==> src/rtl/lvds_panel_seq_ctrl.sv <==
// rtl/lvds_panel_seq_ctrl.sv - LVDS panel power/link sequencer with frame-aligned video gating
module lvds_panel_seq_ctrl #(
   parameter int   T_VDD_LINK = 1000,
   parameter int   T_LINK_VID = 1000,
   parameter int   T_VID_BL   = 2000,
   parameter int   T_BL_VID   = 2000,
   parameter int   T_VID_LINK = 1000,
   parameter int   T_LINK_VDD = 1000,
   parameter int   T_OFF_MIN  = 5000,
   parameter int   CNT_W      = 24,
   parameter logic VS_POL     = 1'b1
) (
   input  logic       I_clk_1x,
   input  logic       I_rst,
   input  logic       I_enable,
   input  logic [7:0] I_R_data_o,
   input  logic [7:0] I_G_data_o,
   input  logic [7:0] I_B_data_o,
   input  logic [7:0] I_R_data_e,
   input  logic [7:0] I_G_data_e,
   input  logic [7:0] I_B_data_e,
   input  logic       I_DE,
   input  logic       I_VS,
   input  logic       I_HS,
   output logic [7:0] O_R_data_o,
   output logic [7:0] O_G_data_o,
   output logic [7:0] O_B_data_o,
   output logic [7:0] O_R_data_e,
   output logic [7:0] O_G_data_e,
   output logic [7:0] O_B_data_e,
   output logic       O_DE,
   output logic       O_VS,
   output logic       O_HS,
   output logic       O_panel_vdd_en,
   output logic       O_lvds_en,
   output logic       O_bl_en,
   output logic [3:0] O_state,
   output logic       O_ready
);

   typedef enum logic [3:0] {
      ST_OFF     = 4'd0,
      ST_PWR_UP  = 4'd1,
      ST_LINK_UP = 4'd2,
      ST_SYNC    = 4'd3,
      ST_VID_UP  = 4'd4,
      ST_RUN     = 4'd5,
      ST_BL_DN   = 4'd6,
      ST_VID_DN  = 4'd7,
      ST_LINK_DN = 4'd8
   } state_t;

   state_t           state, next_state;
   logic [CNT_W-1:0] cnt, cnt_nxt;
   logic             timeout;
   logic             vs_act, vs_d, fe;
   logic             vdd_nxt, lvds_nxt, bl_nxt, video_on;

   // Entry value of the delay counter for each state; untimed states load 0.
   function automatic logic [CNT_W-1:0] load_val(input state_t s);
      case (s)
         ST_OFF:     load_val = CNT_W'(T_OFF_MIN - 1);
         ST_PWR_UP:  load_val = CNT_W'(T_VDD_LINK - 1);
         ST_LINK_UP: load_val = CNT_W'(T_LINK_VID - 1);
         ST_VID_UP:  load_val = CNT_W'(T_VID_BL - 1);
         ST_BL_DN:   load_val = CNT_W'(T_BL_VID - 1);
         ST_VID_DN:  load_val = CNT_W'(T_VID_LINK - 1);
         ST_LINK_DN: load_val = CNT_W'(T_LINK_VDD - 1);
         default:    load_val = '0;
      endcase
   endfunction

   assign vs_act  = (I_VS == VS_POL);
   assign fe      = vs_act & ~vs_d;
   assign timeout = (cnt == '0);

   always_comb begin
      next_state = state;
      case (state)
         ST_OFF:     if (timeout && I_enable) next_state = ST_PWR_UP;
         ST_PWR_UP:  if (!I_enable) next_state = ST_LINK_DN;
                     else if (timeout) next_state = ST_LINK_UP;
         ST_LINK_UP: if (!I_enable) next_state = ST_VID_DN;
                     else if (timeout) next_state = ST_SYNC;
         ST_SYNC:    if (!I_enable) next_state = ST_VID_DN;
                     else if (fe) next_state = ST_VID_UP;
         ST_VID_UP:  if (!I_enable) next_state = ST_BL_DN;
                     else if (timeout) next_state = ST_RUN;
         ST_RUN:     if (!I_enable) next_state = ST_BL_DN;
         ST_BL_DN:   if (timeout) next_state = ST_VID_DN;
         ST_VID_DN:  if (timeout) next_state = ST_LINK_DN;
         ST_LINK_DN: if (timeout) next_state = ST_OFF;
         default:    next_state = ST_LINK_DN;
      endcase

      cnt_nxt = timeout ? cnt : cnt - 1'b1;
      if (next_state != state)
         cnt_nxt = load_val(next_state);

      // Enables are decoded from the next state and registered, so they move exactly on state entry.
      vdd_nxt  = (next_state != ST_OFF);
      lvds_nxt = (next_state == ST_LINK_UP) || (next_state == ST_SYNC) ||
                 (next_state == ST_VID_UP)  || (next_state == ST_RUN)  ||
                 (next_state == ST_BL_DN)   || (next_state == ST_VID_DN);
      bl_nxt   = (next_state == ST_RUN);
      video_on = (next_state == ST_VID_UP) || (next_state == ST_RUN) ||
                 (next_state == ST_BL_DN);
   end

   always_ff @(posedge I_clk_1x) begin
      if (I_rst) begin
         state          <= ST_OFF;
         cnt            <= CNT_W'(T_OFF_MIN - 1);
         vs_d           <= 1'b0;
         O_panel_vdd_en <= 1'b0;
         O_lvds_en      <= 1'b0;
         O_bl_en        <= 1'b0;
         O_ready        <= 1'b0;
         O_R_data_o     <= '0;
         O_G_data_o     <= '0;
         O_B_data_o     <= '0;
         O_R_data_e     <= '0;
         O_G_data_e     <= '0;
         O_B_data_e     <= '0;
         O_DE           <= 1'b0;
         O_VS           <= 1'b0;
         O_HS           <= 1'b0;
      end else begin
         state          <= next_state;
         cnt            <= cnt_nxt;
         vs_d           <= vs_act;
         O_panel_vdd_en <= vdd_nxt;
         O_lvds_en      <= lvds_nxt;
         O_bl_en        <= bl_nxt;
         O_ready        <= (next_state == ST_RUN);
         // Gating uses the state the output cycle will be in, keeping video_on aligned with VID_UP entry.
         O_R_data_o     <= video_on ? I_R_data_o : 8'h00;
         O_G_data_o     <= video_on ? I_G_data_o : 8'h00;
         O_B_data_o     <= video_on ? I_B_data_o : 8'h00;
         O_R_data_e     <= video_on ? I_R_data_e : 8'h00;
         O_G_data_e     <= video_on ? I_G_data_e : 8'h00;
         O_B_data_e     <= video_on ? I_B_data_e : 8'h00;
         O_DE           <= video_on & I_DE;
         O_VS           <= lvds_nxt & I_VS;
         O_HS           <= lvds_nxt & I_HS;
      end
   end

   assign O_state = state;

endmodule

==> config.mk <==
export PLATFORM = sky130hd
export DESIGN_NAME = lvds_panel_seq_ctrl
export DESIGN_NICKNAME = d
export VERILOG_FILES = /design/src/rtl/lvds_panel_seq_ctrl.sv
export SDC_FILE = /design/constraint.sdc
export NUM_CORES = 1
export LEC_CHECK = 0
export ABC_AREA = 1
export CAP_MARGIN = 25
export CORE_MARGIN = 2
export CORE_UTILIZATION = 41
export DETAILED_ROUTE_END_ITERATION = 10
export PLACE_DENSITY = 0.76
export SLEW_MARGIN = 10
export SYNTH_ARGS = -nofsm -noshare
export SYNTH_HDL_FRONTEND = slang
export SYNTH_SLANG_ARGS = --single-unit
==> constraint.sdc <==
create_clock -name I_clk_1x -period 1.82 [get_ports I_clk_1x]
set_input_delay 0.364 -clock I_clk_1x [delete_from_list [all_inputs] [get_ports I_clk_1x]]
set_output_delay 0.364 -clock I_clk_1x [all_outputs]
set_load 0.1 [all_outputs]
==> summary.md <==
| Metric | Value |
|---|---|
| Status | `complete, but fails checks` |
| Failing checks | `negative setup slack` |
| Share of power burned in combinational logic | `7.8%` |
| Residual DRC | `0` |
| Crit path max-delay cell type | `dfxtp_2` |
| Worst path most repeated cell | `nor2_4` |
| Crit Path Category | `flip-flop to flip-flop` |
| Chip height | `95.2 um` |
| Yosys top cell by area | `dfxtp_1` |
| DR pass1 iterations | `6` |
| Post-Synth Simple-Gate Area | `30.6%` |
| Maximum vdd drop | `0.000596 V` |
| Final hold violation count | `0` |
| Crit-path max cell delay | `0.34 ns` |
| Clock root cell | `clkbuf_8` |
| Final wirelength | `14,000 um` |
| Die ar. | `9060 um^2` |
| Hold crit path type | `input pin to flip-flop` |
| Sw Share | `25.4%` |
| RSZ-0062 raised after global routing | `yes` |
| CP Data Required Time | `2.10 ns` |
| Max Cap Viol | `0` |
| Syn avg cell area | `7.46 um^2` |
| CTS tree | `built` |
| Register share of total power | `52.0%` |
| Detail Route Antenna Nets | `0` |
| Longest Clk Path Bufs | `2` |
| Mapped Cells | `457` |
| Share of cells above drive strength 1 | `44.4%` |
| Final net count | `724` |
| Post-layout util | `80.3%` |
| Synth Area in Compound Gates | `4.11%` |
| Min Tclk post-route | `2.27 ns` |
| Placed Cells | `737` |
| Vias in the first global route | `3,806` |
| Seq/Total Area, Yosys | `48.7%` |
| Main combinational cell family by area after synthesis | `simple AND/OR/NAND/NOR gates` |
| Final Cell Area | `6530 um^2` |
| Rel. slew slack | `74.8%` |
| Data arrival, critical path | `2.55 ns` |
| Initial Util | `41.9%` |
| Yosys warns | `0` |
| Post-synthesis xor/xnor area fraction | `4.11%` |
| Via count | `3,906` |
| Critical-path cell list | `inv_2 -> ha_4 -> nand2_4 -> nor2_4 -> nand3_4 -> nand2_4 -> nor2_4 -> nor2_4 -> nand2_2 -> nand2_2 -> nand3_4 -> nor2_8 -> buf_12 -> nand2_8 -> a211oi_2` |
| Synth area leaders | `dfxtp_1, nor2_1, inv_1` |
| Cts hold-fix bufs | `0` |
| Worst setup margin | `-0.450 ns` |
| Final Skew | `0.0130 ns` |
| Cell Count, Final, Fillers Out | `779` |
| Net Count, Synth | `512` |
| Grt total ovfl | `0` |
| Worst Path Max Fanout | `7` |
| Mux contribution to synthesized area | `0%` |
| H-tree depth | `3` |
| Vias per Instance | `5.01` |
| TritonCTS Buffers | `9` |
| CTS sink count | `83` |
| CP endpoint kind | `flip-flop` |
| Wirelength per Cell | `18.0 um` |
| Area delta synth->final | `91.6%` |
| Final GP Congestion | `0.881` |
| Clock Latency Late Sink | `0.36 ns` |
| Largest net degree at the start of global routing | `15` |
| Power density cells | `537 nW/um^2` |
| Global-route wire length before repair | `18,100 um` |
| CP Buf/Inv Count | `2` |
| Filler cells | `409` |
| Row Count | `33` |
| CTS clk-pin slew, worst paths | `0.10 ns` |
| Iteration-0 DRC Markers | `200` |
| Crit path max-delay family | `simple AND/OR/NAND/NOR gates` |
| Worst-Margin Slew | `0.378 ns` |
| Tcrit/Tclk final | `125%` |
| Port bufs | `112` |
| Internal power | `2.62 mW` |
| Clock share of power | `40.2%` |
| Synth Register Bits | `83` |
| Core area | `8130 um^2` |
| P_sw | `0.890 mW` |
| Synth Area in Adders | `0.367%` |
| Post-Syn Area | `3410 um^2` |
| Final setup viols | `78` |
| Slew Limit Fails | `0` |
| Startpoint types | `flip-flop` |
| Ports | `113` |
| Fmax | `0.441 GHz` |
| Global Route Usage Sum | `26.4%` |
| Share of the synthesized area in the top cell type | `48.7%` |
| Die W | `95.2 um` |
| Initial antenna violation count | `0` |
| Ant diodes | `0` |
| DP Area | `5700 um^2` |
| Post-place setup slack | `-0.613 ns` |
| Synth cell types | `33` |
| Dpl hpwl | `7120 um` |
| P_leak | `3.15 nW` |
[sequential cells by signal (all words and copies together) (netlist names)]
name            cells
O_B_data_e          8
O_B_data_o          8
O_DE                1
O_G_data_e          8
O_G_data_o          8
O_HS                1
O_R_data_e          8
O_R_data_o          8
O_VS                1
O_lvds_en           1
O_panel_vdd_en      1
O_ready             1
O_state             4
cnt                24
vs_d                1
[routing by layer]
layer | wire, um | vias up | track usage (%) | part of all wire (%)
met3 | 1020 | 60 | 9.41 | 7.2
li1 | - | 1786 | - | -
met1 | 4830 | 1852 | 25.9 | 34
met4 | 697 | 0 | 11.2 | 5.0
met5 | 0 | - | 0 | 0
met2 | 7470 | 208 | 49.8 | 53
[synth_stat cells]
library cell and number:
nor2_1 98, inv_1 85, dfxtp_1 83, nand2_1 79
nand3_1 22, a21oi_1 11, xor2_1 9, xnor2_1 7
nand2_2 6, nand4_1 6, o21ai_0 6, buf_2 5
nand3_2 5, buf_6 3, inv_2 3, nor2_2 3
o21ai_1 3, buf_4 2, nand2_4 2, nor2_4 2
nor3_1 2, nor4_1 2, o21ai_2 2, or2_2 2
a211oi_1 1, a21oi_2 1, a31oi_1 1, clkbuf_1 1
clkinv_1 1, ha_1 1, nand3_4 1, nand3b_1 1
nor2_8 1
[worst paths after layout]
kind | slack, ns | cells after the start | endpoint | start
setup reg to reg | -0.45 | 15 | cnt[4]$_SDFFE_PP0P_ | cnt[0]$_SDFFE_PP1P_
hold reg to reg | 0.66 | 3 | cnt[18]$_SDFFE_PP0P_ | cnt[18]$_SDFFE_PP0P_
hold / removal | 0.52 | 3 | O_R_data_o[5]$_SDFF_PP0_ | I_R_data_o[5]
setup / recovery | -0.45 | 15 | cnt[4]$_SDFFE_PP0P_ | cnt[0]$_SDFFE_PP1P_
[placed cells by master (no fill, tap or decap), types with 4 or more instances in the layout]
cell / Yosys / final
buf_6: 3 / 10
xor2_1: 9 / 9
xnor2_1: 7 / 6
inv_1: 85 / 74
buf_4: 2 / 97
a21oi_2: 1 / 5
nand4_1: 6 / 6
nand2_1: 79 / 54
clkbuf_8: 0 / 9
nor2_2: 3 / 21
nor2_4: 2 / 18
nor2_1: 98 / 65
clkdlybuf4s50_1: 0 / 53
a21oi_1: 11 / 6
inv_2: 3 / 12
dfxtp_4: 0 / 4
nand2_2: 6 / 23
dfxtp_1: 83 / 75
buf_12: 0 / 49
nand3_1: 22 / 14
nand3_4: 1 / 6
nand3_2: 5 / 8
nand2_4: 2 / 9
dfxtp_2: 0 / 4
[cell type report]
cell class	count	area (um^2)	share of cell area, %
clock buffers	11	131	2.01
clock inverters	5	61.3	0.939
inverters	89	347	5.31
multi-input cells	276	1800	27.5
flip-flops and latches	83	1680	25.7
well taps	105	131	2.01
repair buffers	210	2380	36.4
[worst min-delay path, cell delays in order]
cell	delay (ns)
clkdlybuf4s50_1	0.40
inv_1	0.05
nor2_1	0.03
[stage by stage]
step / hold WS [ns] / TNS, ns / total power, mW
2_1_floorplan: 0.427 / -5.15 / 1.93
4_1_cts: 0.506 / -12.95 / 3.41
3_3_place_gp: 0.544 / -32.37 / 2.07
6_report: 0.518 / -24.80 / 3.51
3_5_place_dp: 0.546 / -34.20 / 2.07
5_1_grt: 0.520 / -30.71 / 3.60
[kinds of logic after synthesis]
logic type / count (synthesis)
simple gates: 232
buf+inv: 100
flops: 83
compound gates: 25
xor+xnor: 16
fa+ha+maj: 1
[what timing repair did]
| item | 4_1_cts | 5_1_grt |
|---|---|---|
| cloned | 3 | 0 |
| pin swaps | 16 | 29 |
| gates resized for setup | 49 | 64 |
| endpoints found under the setup margin | 79 | 80 |
| buffers inserted | 12 | 11 |
[power by group through the flow]
stage | clock network, mW | registers, mW | logic [mW]
6_report | 1.41 | 1.82 | 0.274
5_1_grt | 1.49 | 1.82 | 0.291
4_1_cts | 1.36 | 1.82 | 0.232
3_5_place_dp | 0 | 1.86 | 0.210
3_3_place_gp | 0 | 1.86 | 0.202
2_1_floorplan | 0 | 1.86 | 0.0709
(Power assumes the default switching activity.)
